$ cat src/rtl/synth_audio_pkg.sv
// Shared types and constants for the synthesizer audio output path.
package synth_audio_pkg;

  localparam int SAMPLE_W    = 16;
  localparam int FRAME_SLOTS = 32;

  typedef logic signed [SAMPLE_W-1:0] sample_t;
  typedef logic [4:0]                 slot_t;

  localparam slot_t LAST_SLOT = slot_t'(FRAME_SLOTS - 1);

  // Word select runs one slot ahead of each channel's MSB.
  function automatic logic ws_for(input slot_t s);
    return (s >= 5'd15) && (s != LAST_SLOT);
  endfunction

endpackage

$ cat src/rtl/i2s_clock_gen.sv
// I2S bit-clock divider and slot sequencer.
module i2s_clock_gen
  import synth_audio_pkg::*;
#(
  parameter int BCLK_HALF = 4
) (
  input  logic  clk,
  input  logic  reset,
  output logic  bclk_o,
  output logic  shift_o,
  output slot_t slot_o,
  output logic  lrclk_o
);

  localparam logic [7:0] DIV_TC = 8'(BCLK_HALF - 1);

  logic [7:0] div_q;
  logic       bclk_q;
  slot_t      slot_q;
  slot_t      slot_d;
  logic       lrclk_q;
  logic       tc;

  assign tc      = (div_q == DIV_TC);
  // A terminal count while bclk is high is the falling edge.
  assign shift_o = tc & bclk_q;
  assign slot_d  = shift_o ? slot_q + 5'd1 : slot_q;

  always_ff @(posedge clk or posedge reset) begin
    if (reset) begin
      div_q   <= '0;
      bclk_q  <= 1'b0;
      slot_q  <= LAST_SLOT;
      lrclk_q <= 1'b0;
    end else begin
      div_q   <= tc ? 8'd0 : div_q + 8'd1;
      bclk_q  <= tc ? ~bclk_q : bclk_q;
      slot_q  <= slot_d;
      lrclk_q <= ws_for(slot_d);
    end
  end

  assign bclk_o  = bclk_q;
  assign slot_o  = slot_q;
  assign lrclk_o = lrclk_q;

endmodule

$ cat src/rtl/synth_i2s_transmitter.sv
// Mono sample stream to I2S serialiser with one-word holding buffer.
module synth_i2s_transmitter
  import synth_audio_pkg::*;
#(
  parameter int BCLK_HALF = 4
) (
  input  logic    clk,
  input  logic    reset,
  input  sample_t sample,
  input  logic    sample_valid,
  output logic    sample_ready,
  output logic    i2s_bclk,
  output logic    i2s_lrclk,
  output logic    i2s_data,
  output logic    frame_start,
  output logic    underrun
);

  logic    shift_evt;
  slot_t   slot;
  slot_t   slot_nxt;
  logic    load;
  logic    accept;

  sample_t hold_q, hold_d;
  sample_t last_q, last_d;
  sample_t shift_q, shift_d;
  logic    full_q, full_d;
  logic    data_q, data_d;
  logic    fs_q, fs_d;
  logic    ur_q, ur_d;

  i2s_clock_gen #(
    .BCLK_HALF(BCLK_HALF)
  ) u_clk (
    .clk    (clk),
    .reset  (reset),
    .bclk_o (i2s_bclk),
    .shift_o(shift_evt),
    .slot_o (slot),
    .lrclk_o(i2s_lrclk)
  );

  assign load     = shift_evt && (slot == LAST_SLOT);
  assign accept   = sample_valid && !full_q;
  assign slot_nxt = slot + 5'd1;

  always_comb begin
    hold_d  = hold_q;
    last_d  = last_q;
    shift_d = shift_q;
    full_d  = full_q;
    data_d  = data_q;
    fs_d    = 1'b0;
    ur_d    = 1'b0;
    // Load uses the pre-capture holding state; no bypass.
    if (load) begin
      fs_d = 1'b1;
      ur_d = !full_q;
      if (full_q) begin
        shift_d = hold_q;
        last_d  = hold_q;
        full_d  = 1'b0;
      end else begin
        shift_d = last_q;
      end
    end
    if (accept) begin
      hold_d = sample;
      full_d = 1'b1;
    end
    if (shift_evt) begin
      data_d = shift_d[4'hF - slot_nxt[3:0]];
    end
  end

  always_ff @(posedge clk or posedge reset) begin
    if (reset) begin
      hold_q  <= '0;
      last_q  <= '0;
      shift_q <= '0;
      full_q  <= 1'b0;
      data_q  <= 1'b0;
      fs_q    <= 1'b0;
      ur_q    <= 1'b0;
    end else begin
      hold_q  <= hold_d;
      last_q  <= last_d;
      shift_q <= shift_d;
      full_q  <= full_d;
      data_q  <= data_d;
      fs_q    <= fs_d;
      ur_q    <= ur_d;
    end
  end

  assign sample_ready = !full_q;
  assign i2s_data     = data_q;
  assign frame_start  = fs_q;
  assign underrun     = ur_q;

endmodule

$ cat config.mk
export PLATFORM = sky130hd
export DESIGN_NAME = synth_i2s_transmitter
export DESIGN_NICKNAME = d
export VERILOG_FILES = /design/src/rtl/synth_audio_pkg.sv /design/src/rtl/i2s_clock_gen.sv /design/src/rtl/synth_i2s_transmitter.sv
export SDC_FILE = /design/constraint.sdc
export NUM_CORES = 1
export LEC_CHECK = 0
export ABC_CLOCK_PERIOD_IN_PS = 2700
export BUFFER_PORTS_ARGS = -buffer_cell sky130_fd_sc_hd__buf_4
export CAP_MARGIN = 10
export CORE_ASPECT_RATIO = 0.75
export CORE_MARGIN = 2
export CORE_UTILIZATION = 50
export CTS_CLUSTER_DIAMETER = 60
export CTS_CLUSTER_SIZE = 14
export DETAILED_ROUTE_END_ITERATION = 6
export PLACE_DENSITY = 0.71
export SLEW_MARGIN = 20
export SYNTH_ARGS = -nofsm -noshare
export SYNTH_HDL_FRONTEND = slang
export SYNTH_SLANG_ARGS = --single-unit
$ cat constraint.sdc
create_clock -name clk -period 2.7 [get_ports clk]
set_clock_uncertainty 0.05 [all_clocks]
set_input_delay 0.135 -clock clk [delete_from_list [all_inputs] [get_ports clk]]
set_output_delay 0.135 -clock clk [all_outputs]
set_load 0.02 [all_outputs]
# After elaboration in Yosys (flattened, before gate mapping)
# Index checks and enable logic that the tools add are counted.
[word_totals] mem_count=0 input_bits=19 ff_bits=67 rom_bits=0 ram_bits=0 latch_bits=0
[op_classes] magnitude_cmp=2 addsub=3 eq_ne=3 n_bitwise=2 n_div=0 multipliers=0 n_reduce_logical=5 shift=0 n_mux=10
[ops] operator="16-bit two-way mux" n=2
[ops] operator="8-bit by 1-bit adder with 8-bit output (second input constant)" n=1
[ops] operator="8-bit by 2-bit equality test with 1-bit output (second input constant)" n=1
[ops] operator="8-bit two-way mux" n=1
[ops] operator="5-bit by 1-bit adder with 5-bit output (second input constant)" n=1
[ops] operator="5-bit equality test (second input constant)" n=1
[ops] operator="5-bit by 4-bit >= comparator with 1-bit output (second input constant)" n=1
[ops] operator="4-bit by 5-bit less-than comparator with 1-bit output (second input constant)" n=1
[ops] operator="1-bit two-way mux" n=5
[ops] operator="5-bit two-way mux" n=1
[ops] operator="5-bit != test (second input constant)" n=1
[ops] operator="1-bit binary-select mux with 4-bit select" n=1
[ops] operator="4-bit subtractor (first input constant)" n=1
[ops] operator="1-bit logical AND" n=3
[ops] operator="2-bit nonzero test" n=1
[ops] operator="1-bit AND" n=1
[ops] operator="1-bit zero test" n=1
[ops] operator="1-bit NOT" n=1

# Longest topological paths before layout
# Gate-level depths: netlist (run 1).
[depth] depth_word=6 depth_mapped=11 depth_no_buf=10

# Modules after synthesis
# Synthesis (run 1) repeated with hierarchy kept, for this count alone.
[hier_totals] hier_cells=252 area_unflattened_um2=3170.5
[by_module_without_submodules] mod="synth_i2s_transmitter" cells_each=194 area_each_um2=2476.1 n_inst=1
[by_module_without_submodules] mod="i2s_clock_gen" cells_each=58 area_each_um2=694.4 n_inst=1

# Worst setup path before layout (run 1)
# OpenSTA, ideal clock, no wires.
[synth_timing] kind="flip-flop to flip-flop" from="register u_clk.slot_q[0], in the netlist u_clk.slot_o[0]" to="register data_q, in the netlist i2s_data" n_path_buf=1 period_less_slack_ps=2620 arrival_ps=2450 stages_incl_launch_ff=11 setup_slack_ps=80 path_cell_list="dfstp_2 -> ha_1 -> and3_1 -> ha_1 -> and2_1 -> clkbuf_1 -> a31oi_1 -> a221o_1 -> o22ai_1 -> o2111ai_1 -> and3_1"
[synth_between] elab_chain_cells=5
[synth_rtl] item="start, declared" line_no="i2s_clock_gen.sv:19" source="slot_t slot_q;"
[synth_rtl] item="start signal, assigned" line_no="i2s_clock_gen.sv:38" source="slot_q <= slot_d;"
[synth_rtl] item="parallel branches: the longest is 3 deep, another holds 5-bit by 1-bit adder with 5-bit output"
[synth_rtl] item="1-bit binary-select mux with 4-bit select (*)" line_no="synth_i2s_transmitter.sv:73" source="data_d = shift_d[4'hF - slot_nxt[3:0]];"
[synth_rtl] item="1-bit two-way mux (not written as such) (*)" line_no="synth_i2s_transmitter.sv:73"
[synth_rtl] item="end signal, assigned" line_no="synth_i2s_transmitter.sv:91" source="data_q <= data_d;"
[synth_rtl] item="end, declared" line_no="synth_i2s_transmitter.sv:29" source="logic data_q, data_d;"
# Mark *: on every way between the ends. The select of a mux whose other input is x is not followed.
# A chain may end at the register's enable or synchronous reset.

# Worst setup path in the final report (run 1)
# Same ends and word-level chain as after synthesis.

==> results of run 1 <==
## flip-flops by register name (all words and copies together), names as in the netlist
name,count
full_q,1
frame_start,1
shift_q,16
underrun,1
u_clk.bclk_o,1
last_q,16
i2s_data,1
hold_q,16
u_clk.lrclk_o,1
u_clk.div_q,8
u_clk.slot_o,5
## cells by family after synthesis
| logic type | after synthesis |
|---|---|
| AOI/OAI and AO/OA | 46 |
| xor gates and xnor gates | 13 |
| adders and majority gates | 3 |
| buffers and inverters | 16 |
| DFF | 67 |
| muxes | 50 |
| and+or+nand+nor | 58 |
## cell usage in the layout (no fill, tap or decap), types with 3 or more instances in the layout
cell type and n:
nand2_1 13, xnor2_1 6, o22ai_1 3, nand3_1 6
a21oi_1 12, nand2b_1 5, dfstp_2 5, a311oi_1 3
mux2i_1 15, dlygate4sd3_1 16, ha_1 3, a31oi_1 12
buf_4 37, dfrtp_1 62, xor2_1 5, inv_1 3
clkbuf_8 12, nor2_1 11, mux2_2 35, and3_1 4
## metrics by stage
stage                     instance area [um^2]  hold slack [ps]
after floorplan                           3150              237
after global placement                    3460              318
after detailed placement                  3460              323
after CTS                                 3800             20.0
after global routing                      3800             79.7
final                                     3800            -13.4
## layer usage
layer / vias up / part of all wire
li1: 1035 / -
met1: 1034 / 0.48
met2: 44 / 0.45
met3: 8 / 0.058
met4: 0 / 0.012
met5: - / 0
## cells in the mapped netlist (2+ instances only)
library cell / n / area, um^2
nor2_1: 11 / 41.3
mux2i_1: 15 / 150
nand2b_1: 5 / 31.3
a311oi_1: 3 / 26.3
and2_1: 3 / 18.8
clkbuf_1: 3 / 11.3
ha_1: 3 / 37.5
a221o_1: 2 / 20.0
nand2_1: 13 / 48.8
inv_1: 4 / 15.0
nand4_1: 2 / 12.5
a31o_2: 2 / 17.5
buf_2: 7 / 35.0
and3_1: 4 / 25.0
mux2_2: 35 / 394
nand3_1: 6 / 30.0
nand3_2: 2 / 20.0
a21oi_1: 12 / 60.1
xnor2_1: 6 / 52.6
o22ai_1: 3 / 18.8
dfrtp_1: 62 / 1550
o21ai_0: 2 / 10.0
dfstp_2: 5 / 131
nor4b_2: 2 / 30.0
xor2_1: 5 / 43.8
nor2b_1: 2 / 12.5
a31oi_1: 12 / 75.1
a41oi_1: 2 / 17.5
## report_power, final
| group | internal, mW | total, mW | switching [mW] | leakage [nW] |
|---|---|---|---|---|
| Clock | 0.401 | 0.751 | 0.350 | 0.0953 |
| Sequential | 1.10 | 1.17 | 0.0737 | 0.874 |
| Combinational | 0.151 | 0.262 | 0.111 | 0.869 |
## path summary, 6_finish.rpt
path / slack (ps) / start / to / cells after the start
max: 190 / u_clk.slot_o[0] / i2s_data / 11
min in group clk: 330 / sample_valid / full_q / 4
max reg2reg: 190 / u_clk.slot_o[0] / i2s_data / 11
min: -10 / reset / u_clk.div_q[6] / 3
max in group asynchronous: 2060 / reset / shift_q[6] / 3
min reg2reg: 440 / shift_q[4] / shift_q[4] / 2
## repair_timing
item | CTS | global route
endpoints found under the setup margin | 0 | 1
gates resized for setup | 0 | 1
hold endpoints to repair | 16 | 0
hold buffers | 16 | 0
## cell type report
class                   count  area share
inverters                   4     0.00395
well taps                  78      0.0257
clock inverters             2     0.00263
clock buffers              13      0.0444
flip-flops and latches     67       0.443
repair buffers             53       0.115
multi-input cells         170       0.365
## worst max-delay path, cell delays in order, from the launching register on
cell and delay, ps:
dfstp_2 370, ha_1 200, and3_1 190, ha_1 180, and2_2 270, nand3_2 90
inv_1 60, buf_4 150, a221o_1 320, o22ai_1 200, o2111ai_1 130, and3_1 190
==> results.json, run 1 <==
{
  "ant_nets": 0,
  "synth-simple-area-share": 0.114,
  "synth-compound-area-share": 0.0994,
  "clock_latency_ps": 340,
  "cts_tree": "yes",
  "hold_violations": 18,
  "cts_setup_buffers": 0,
  "cap_violations": 0,
  "cp-end-kind": "flop",
  "finalNonFillerCells": 387,
  "rsz0062_at_grt": "no",
  "diodes": 0,
  "path_class": "reg2reg",
  "slew_viol_final": 0,
  "nets": 327,
  "die-height_um": 72.7,
  "hold_slack_ps": -13.4,
  "synth-adder-area-share": 0.0119,
  "start_util": 0.529,
  "synth_flop_cell": "dfrtp_1",
  "antenna_found_initial": 0,
  "post-place-ws_ps": 109,
  "drc": 0,
  "place_hpwl_um": 4090,
  "grt_pass1_vias": 2121,
  "core_area_mm2": 0.00595,
  "setup_viol": 0,
  "busiest_layer": "met2",
  "areaGrowthSynthToFinish_pct": 20.8,
  "wire_per_inst_um": 15.7,
  "die_w_um": 95.6,
  "use_met3": 0.0651,
  "grt_util_met1": 0.294,
  "io_buffers": 24,
  "post-route-worst-setup-slack_ps": 193,
  "worst_pin_slew_ps": 836,
  "drt_iter0_drc": 103,
  "power_density_mw_per_mm2": 575,
  "gr-usage-all-layers": 0.208,
  "total_power_mw": 2.19,
  "period_needed_ps": 2510,
  "drive_above_1_share": 0.350,
  "synth_area_mm2": 0.00315,
  "fin_util": 0.639,
  "startpoint_type": "flop",
  "routed_wl_um": 6090,
  "muxShareOfSynthArea": 0.173,
  "gr-total-overflow": 0,
  "syn_avg_cell_area_um2": 12.4,
  "synth_top_family_by_area": "multiplexers",
  "hold_class": "in2async",
  "dr.pass1.iters": 4,
  "die_area_mm2": 0.00695,
  "io_pins": 25,
  "gp_congestion": 0.841,
  "numCtsBuffers": 9,
  "status": "finished, violations left",
  "ys_types": 48,
  "vias": 2121,
  "synth_warnings": 0,
  "multi_input_area_mm2": 0.00139,
  "root_buffer": "clkbuf_8",
  "async_flop_share": 1.00,
  "syn-num-nets": 275,
  "clock_sinks": 67,
  "rows": 24,
  "clock_path_buffers": 2,
  "ys_ff_latch": 67,
  "violations": "negative hold slack",
  "arrival_ps": 2700,
  "critPathMaxFanout": 9,
  "grt_pass1_wl_um": 10700,
  "timing.final.crit_share": 0.928,
  "fill_cells": 486,
  "tns_ps": 0,
  "syn_inst": 253,
  "htree_num_levels": 3,
  "clkTransAtPathRegs_ps": 70,
  "max_clock_freq_mhz": 399,
  "grt_max_degree": 68,
  "ff_latch_area_mm2": 0.00168,
  "gr-usage-met2": 0.302,
  "relSlewSlack": 0.443,
  "total_leakage_power_nw": 1.84,
  "vias_per_cell": 5.48,
  "synth_edf_count": 0,
  "seq_area_frac_synth": 0.535,
  "dp_cells": 356,
  "required_ps": 2890,
  "vdd_ir_drop_max_mv": 0.413,
  "synth-xor-area-share": 0.0410
}
(Power assumes the default switching activity.)
==> inputs of run 2 (changes only) <==
ABC_AREA = 1   (was default)
==> results.json, run 2 <==
{
  "status": "finished, violations left",
  "violations": "negative hold slack",
  "ctsResizeCount": 0,
  "vias_per_cell": 5.14,
  "fill_cells": 477,
  "gp_congestion": 0.846,
  "seq_area_frac_synth": 0.562,
  "cts_setup_buffers": 0,
  "synth_flop_cell": "dfrtp_1",
  "async_flop_share": 1.00,
  "hold_violations": 36,
  "syn-num-nets": 340,
  "rsz0062_at_grt": "no",
  "vias": 2284,
  "grt_max_degree": 68,
  "final_common_cell": "nand2_1",
  "total_leakage_power_nw": 1.89,
  "setup_viol": 0,
  "arrival_ps": 2570,
  "diodes": 0,
  "layout_common_cells": "nand2_1, dfrtp_1, nand3_1",
  "synth_edf_count": 0,
  "max_stage_delay_ps": 650,
  "drive_above_1_share": 0.202,
  "core_area_mm2": 0.00580,
  "synth_warnings": 0,
  "drt_iter0_drc": 199,
  "ant_nets": 0,
  "ys_ff_latch": 67,
  "cp-end-kind": "flop",
  "io_pins": 25,
  "cts_tree": "yes",
  "crit_chain": "ha_1 -> and3_1 -> ha_1 -> nand3_2 -> nand2_1 -> nand3_1 -> nand3_1 -> nand3_1 -> nand3_1 -> nand2_1 -> nand2_1 -> nand2_1",
  "relSlewSlack": 0.455,
  "slowest_stage": "dfstp_2",
  "synth_area_leader_cell": "dfrtp_1",
  "muxShareOfSynthArea": 0.0601,
  "dr.pass1.iters": 4,
  "path_class": "reg2reg",
  "power_density_mw_per_mm2": 536,
  "critPathMaxFanout": 17,
  "synth-simple-area-share": 0.208,
  "clock_path_buffers": 2,
  "gr-usage-all-layers": 0.209,
  "clkTransAtPathRegs_ps": 70,
  "syn_avg_cell_area_um2": 9.42,
  "cp_num_buf_inv": 0,
  "synth-adder-area-share": 0.0125,
  "slew_viol_final": 0,
  "dpl-instance-area_mm2": 0.00325,
  "die_w_um": 93.4,
  "die-height_um": 71.0,
  "max_clock_freq_mhz": 422,
  "reg_top3": "hold_q (16), last_q (16), shift_q (16)",
  "r2r_slack_ps": 330,
  "die_area_mm2": 0.00663,
  "required_ps": 2890,
  "timing.final.crit_share": 0.879,
  "worst_pin_slew_ps": 818,
  "clock_sinks": 67,
  "tns_ps": 0,
  "ys_types": 27,
  "ys_top_cells_by_count": "nand2_1, dfrtp_1, inv_1, nand3_1, o21ai_0",
  "synth-compound-area-share": 0.0618,
  "startpoint_type": "flop",
  "cap_violations": 0,
  "rows": 24,
  "grt_pass1_vias": 2168,
  "gr-total-overflow": 0,
  "synth_area_mm2": 0.00300,
  "period_needed_ps": 2370,
  "synth_top_cells_by_area": "dfrtp_1, nand2_1, mux2_2, nand3_1, o21ai_0",
  "syn_inst": 318,
  "start_util": 0.517,
  "hold_class": "in2async",
  "io_buffers": 24,
  "wire_per_inst_um": 13.7,
  "drc": 0,
  "nets": 383,
  "postCtsHoldBufs": 16,
  "root_buffer": "clkbuf_8",
  "vdd_ir_drop_max_mv": 0.367,
  "place_hpwl_um": 3990,
  "grt_pass1_wl_um": 10500,
  "yosys.area.top_type_share": 0.518,
  "hold_slack_ps": -23.9,
  "yosysMostFrequentCell": "nand2_1",
  "antenna_found_initial": 0,
  "final_area_mm2": 0.00362,
  "fin_util": 0.625,
  "numCtsBuffers": 9,
  "synth-xor-area-share": 0.0263,
  "synth_top_family_by_area": "simple AND/OR/NAND/NOR gates",
  "areaGrowthSynthToFinish_pct": 20.9,
  "critPathTopFamily": "simple AND/OR/NAND/NOR gates",
  "clock_latency_ps": 350,
  "htree_num_levels": 3,
  "routed_wl_um": 6080
}
==> run 2: through the flow <==
stage	hold WS (ps)	instances	total power [mW]	setup WS, ps
6_report	-23.9	444	1.94	328
5_1_grt	57.2	444	2.02	133
4_1_cts	8.02	444	1.96	338
3_5_place_dp	321	412	1.06	361
3_3_place_gp	317	412	1.06	421
2_1_floorplan	236	318	1.04	498
==> run 2: layer usage <==
layer  vias to the layer above  wire [um]  track usage  part of all wire
li1                       1133          -            -                 -
met1                      1105       3060        0.310              0.50
met5                         -          0            0                 0
met4                         0         67       0.0539             0.011
met2                        40       2670        0.288              0.44
met3                         6        277       0.0841             0.046
==> run 2: layout make-up <==
class | instances | area [um^2] | share of cell area
tap | 78 | 97.6 | 0.0269
sequential | 67 | 1680 | 0.464
inverter | 37 | 139 | 0.0383
clock inverter | 3 | 45.0 | 0.0124
clock buffer | 13 | 169 | 0.0466
timing repair buffer | 46 | 385 | 0.106
multi-input combinational | 200 | 1100 | 0.305
==> run 2: cell families after synthesis <==
group | Yosys count
XOR/XNOR | 9
flip-flops | 67
buffers and inverters | 51
adder cells (fa/ha/maj) | 3
multiplexers | 16
AND/OR/NAND/NOR | 135
AO/OA/AOI/OAI | 37
==> run 2: report_power, final <==
group | switching (mW) | internal [mW]
logic | 0.0255 | 0.0324
clock network | 0.378 | 0.502
registers | 0 | 1.00
total | 0.404 | 1.54
==> run 2: final timing paths <==
| kind | endpoint | from | cells past startpoint |
|---|---|---|---|
| worst max-delay path | i2s_data | u_clk.slot_o[0] | 12 |
| worst min-delay path | hold_q[8] | reset | 3 |
| worst max register to register | i2s_data | u_clk.slot_o[0] | 12 |
| worst min register to register | u_clk.div_q[0] | u_clk.div_q[0] | 1 |
| max in group asynchronous | u_clk.lrclk_o | reset | 3 |
| min in group clk | u_clk.div_q[0] | u_clk.div_q[0] | 1 |
==> run 2: worst register-to-register path, delay by kind of cell, from the launching register on <==
family                     cells  cell delay, ps
adders and majority gates      2             410
DFF                            1             650
and+or+nand+nor               10            1170
==> inputs of run 3 (changes only) <==
CELL_PAD_IN_SITES_DETAIL_PLACEMENT = 1   (was default)
CELL_PAD_IN_SITES_GLOBAL_PLACEMENT = 1   (was default)
CORE_UTILIZATION = 41   (was 50)
PLACE_DENSITY = default   (was 0.71)
PLACE_DENSITY_LB_ADDON = 0.1   (was default)
==> results.json, run 3 (same netlist as run 2, synthesis figures left out) <==
{
  "cap_violations": 0,
  "ant_nets": 0,
  "max_clock_freq_mhz": 412,
  "core_area_mm2": 0.00693,
  "areaGrowthSynthToFinish_pct": 22.7,
  "fill_cells": 781,
  "ff_latch_area_mm2": 0.00168,
  "place_hpwl_um": 4540,
  "routed_wl_um": 6800,
  "antenna_found_initial": 0,
  "vdd_ir_drop_max_mv": 0.327,
  "post-route-worst-setup-slack_ps": 273,
  "root_buffer": "clkbuf_8",
  "vias": 2266,
  "dr.pass1.iters": 4,
  "reg_top3": "hold_q (16), last_q (16), shift_q (16)",
  "dpl-instance-area_mm2": 0.00329,
  "drt_iter0_drc": 61,
  "io_pins": 25,
  "ctsResizeCount": 0,
  "grt_util_met1": 0.294,
  "die_area_mm2": 0.00802,
  "grt_max_degree": 68,
  "final_area_mm2": 0.00368,
  "hold_violations": 0,
  "rows": 26,
  "busiest_layer": "met1",
  "cts_tree": "yes",
  "gp_congestion": 0.800,
  "required_ps": 2890,
  "grt_pass1_vias": 2326,
  "timing.final.crit_share": 0.899,
  "setup_viol": 0,
  "start_util": 0.432,
  "path_class": "reg2reg",
  "layout_common_cells": "nand2_1, dfrtp_1, nand3_1",
  "vias_per_cell": 4.86,
  "gr-usage-all-layers": 0.195,
  "numCtsBuffers": 9,
  "rr_startpoint": "u_clk.slot_o[0]",
  "power_density_mw_per_mm2": 529,
  "drive_above_1_share": 0.207,
  "post-place-ws_ps": 267,
  "clock_latency_ps": 350,
  "die-height_um": 78.0,
  "wire_per_inst_um": 14.6,
  "io_buffers": 24,
  "hold_class": "in2async",
  "gr-usage-met2": 0.267,
  "nets": 385,
  "startpoint_type": "flop",
  "reg2reg_depth": 12,
  "arrival_ps": 2610,
  "gr-total-overflow": 0,
  "period_needed_ps": 2430,
  "r2r_slack_ps": 270,
  "slew_viol_final": 0,
  "use_met3": 0.0650,
  "cts_setup_buffers": 0,
  "total_power_mw": 1.95,
  "clkTransAtPathRegs_ps": 70,
  "htree_num_levels": 3,
  "fin_util": 0.531,
  "critPathMaxFanout": 17,
  "r2r-end": "i2s_data",
  "final_common_cell": "nand2_1",
  "multi_input_area_mm2": 0.00110,
  "clock_path_buffers": 2,
  "diodes": 0,
  "total_leakage_power_nw": 1.91,
  "worst_pin_slew_ps": 695,
  "rsz0062_at_grt": "no",
  "relSlewSlack": 0.535,
  "grt_pass1_wl_um": 11800,
  "die_w_um": 103,
  "tns_ps": 0,
  "cp-end-kind": "flop",
  "drc": 0,
  "clock_sinks": 67,
  "status": "finished, final reports clean"
}
run 3: power by group:
| part | internal [mW] | switching [mW] | total (mW) | leakage (nW) |
|---|---|---|---|---|
| clock network | 0.480 | 0.400 | 0.880 | 0.106 |
| logic | 0.0355 | 0.0265 | 0.0620 | 0.893 |
| registers | 1.00 | 0 | 1.00 | 0.909 |
run 3: worst max path at each step:
stage / startpoint / to / slack [ps] / cells after the start
after floorplan: u_clk.slot_o[1] / i2s_data / 500 / 13
after CTS: u_clk.slot_o[0] / i2s_data / 240 / 12
after detailed placement: u_clk.slot_o[0] / i2s_data / 270 / 12
final: u_clk.slot_o[0] / i2s_data / 270 / 12
after global routing: u_clk.slot_o[0] / i2s_data / 30 / 12
after global placement: u_clk.slot_o[0] / i2s_data / 340 / 12
run 3: critical path: stages (launching register included):
cell and delay, ps:
dfstp_2 670, ha_1 220, and3_1 160, ha_1 180, nand3_2 330, nand2_1 190
nand3_1 110, nand3_1 100, nand3_1 80, nand3_1 80, nand2_1 60, nand2_1 50
nand2_1 40
run 3: per-stage QoR:
stage	cells	hold WS, ps
finish	466	364
global route	466	393
CTS	466	381
detailed placement	433	205
global placement	433	200
floorplan	318	236
run 3: layout make-up:
class | instances | area share
clock buffers | 11 | 0.0412
flip-flops and latches | 67 | 0.458
clock inverters | 5 | 0.0163
multi-input cells | 200 | 0.301
repair buffers | 48 | 0.113
well taps | 98 | 0.0334
inverters | 37 | 0.0378
run 3: repair_timing:
| item | in CTS | in global routing |
|---|---|---|
| setup endpoints to repair | 0 | 0 |
| hold buffers | 17 | 0 |
| endpoints found under the hold margin | 78 | 0 |
run 3: layer usage:
layer  up-vias  wire (um)
met2        36       2830
li1       1135          -
met5         -          0
met3         7        263
met4         0         69
met1      1088       3630
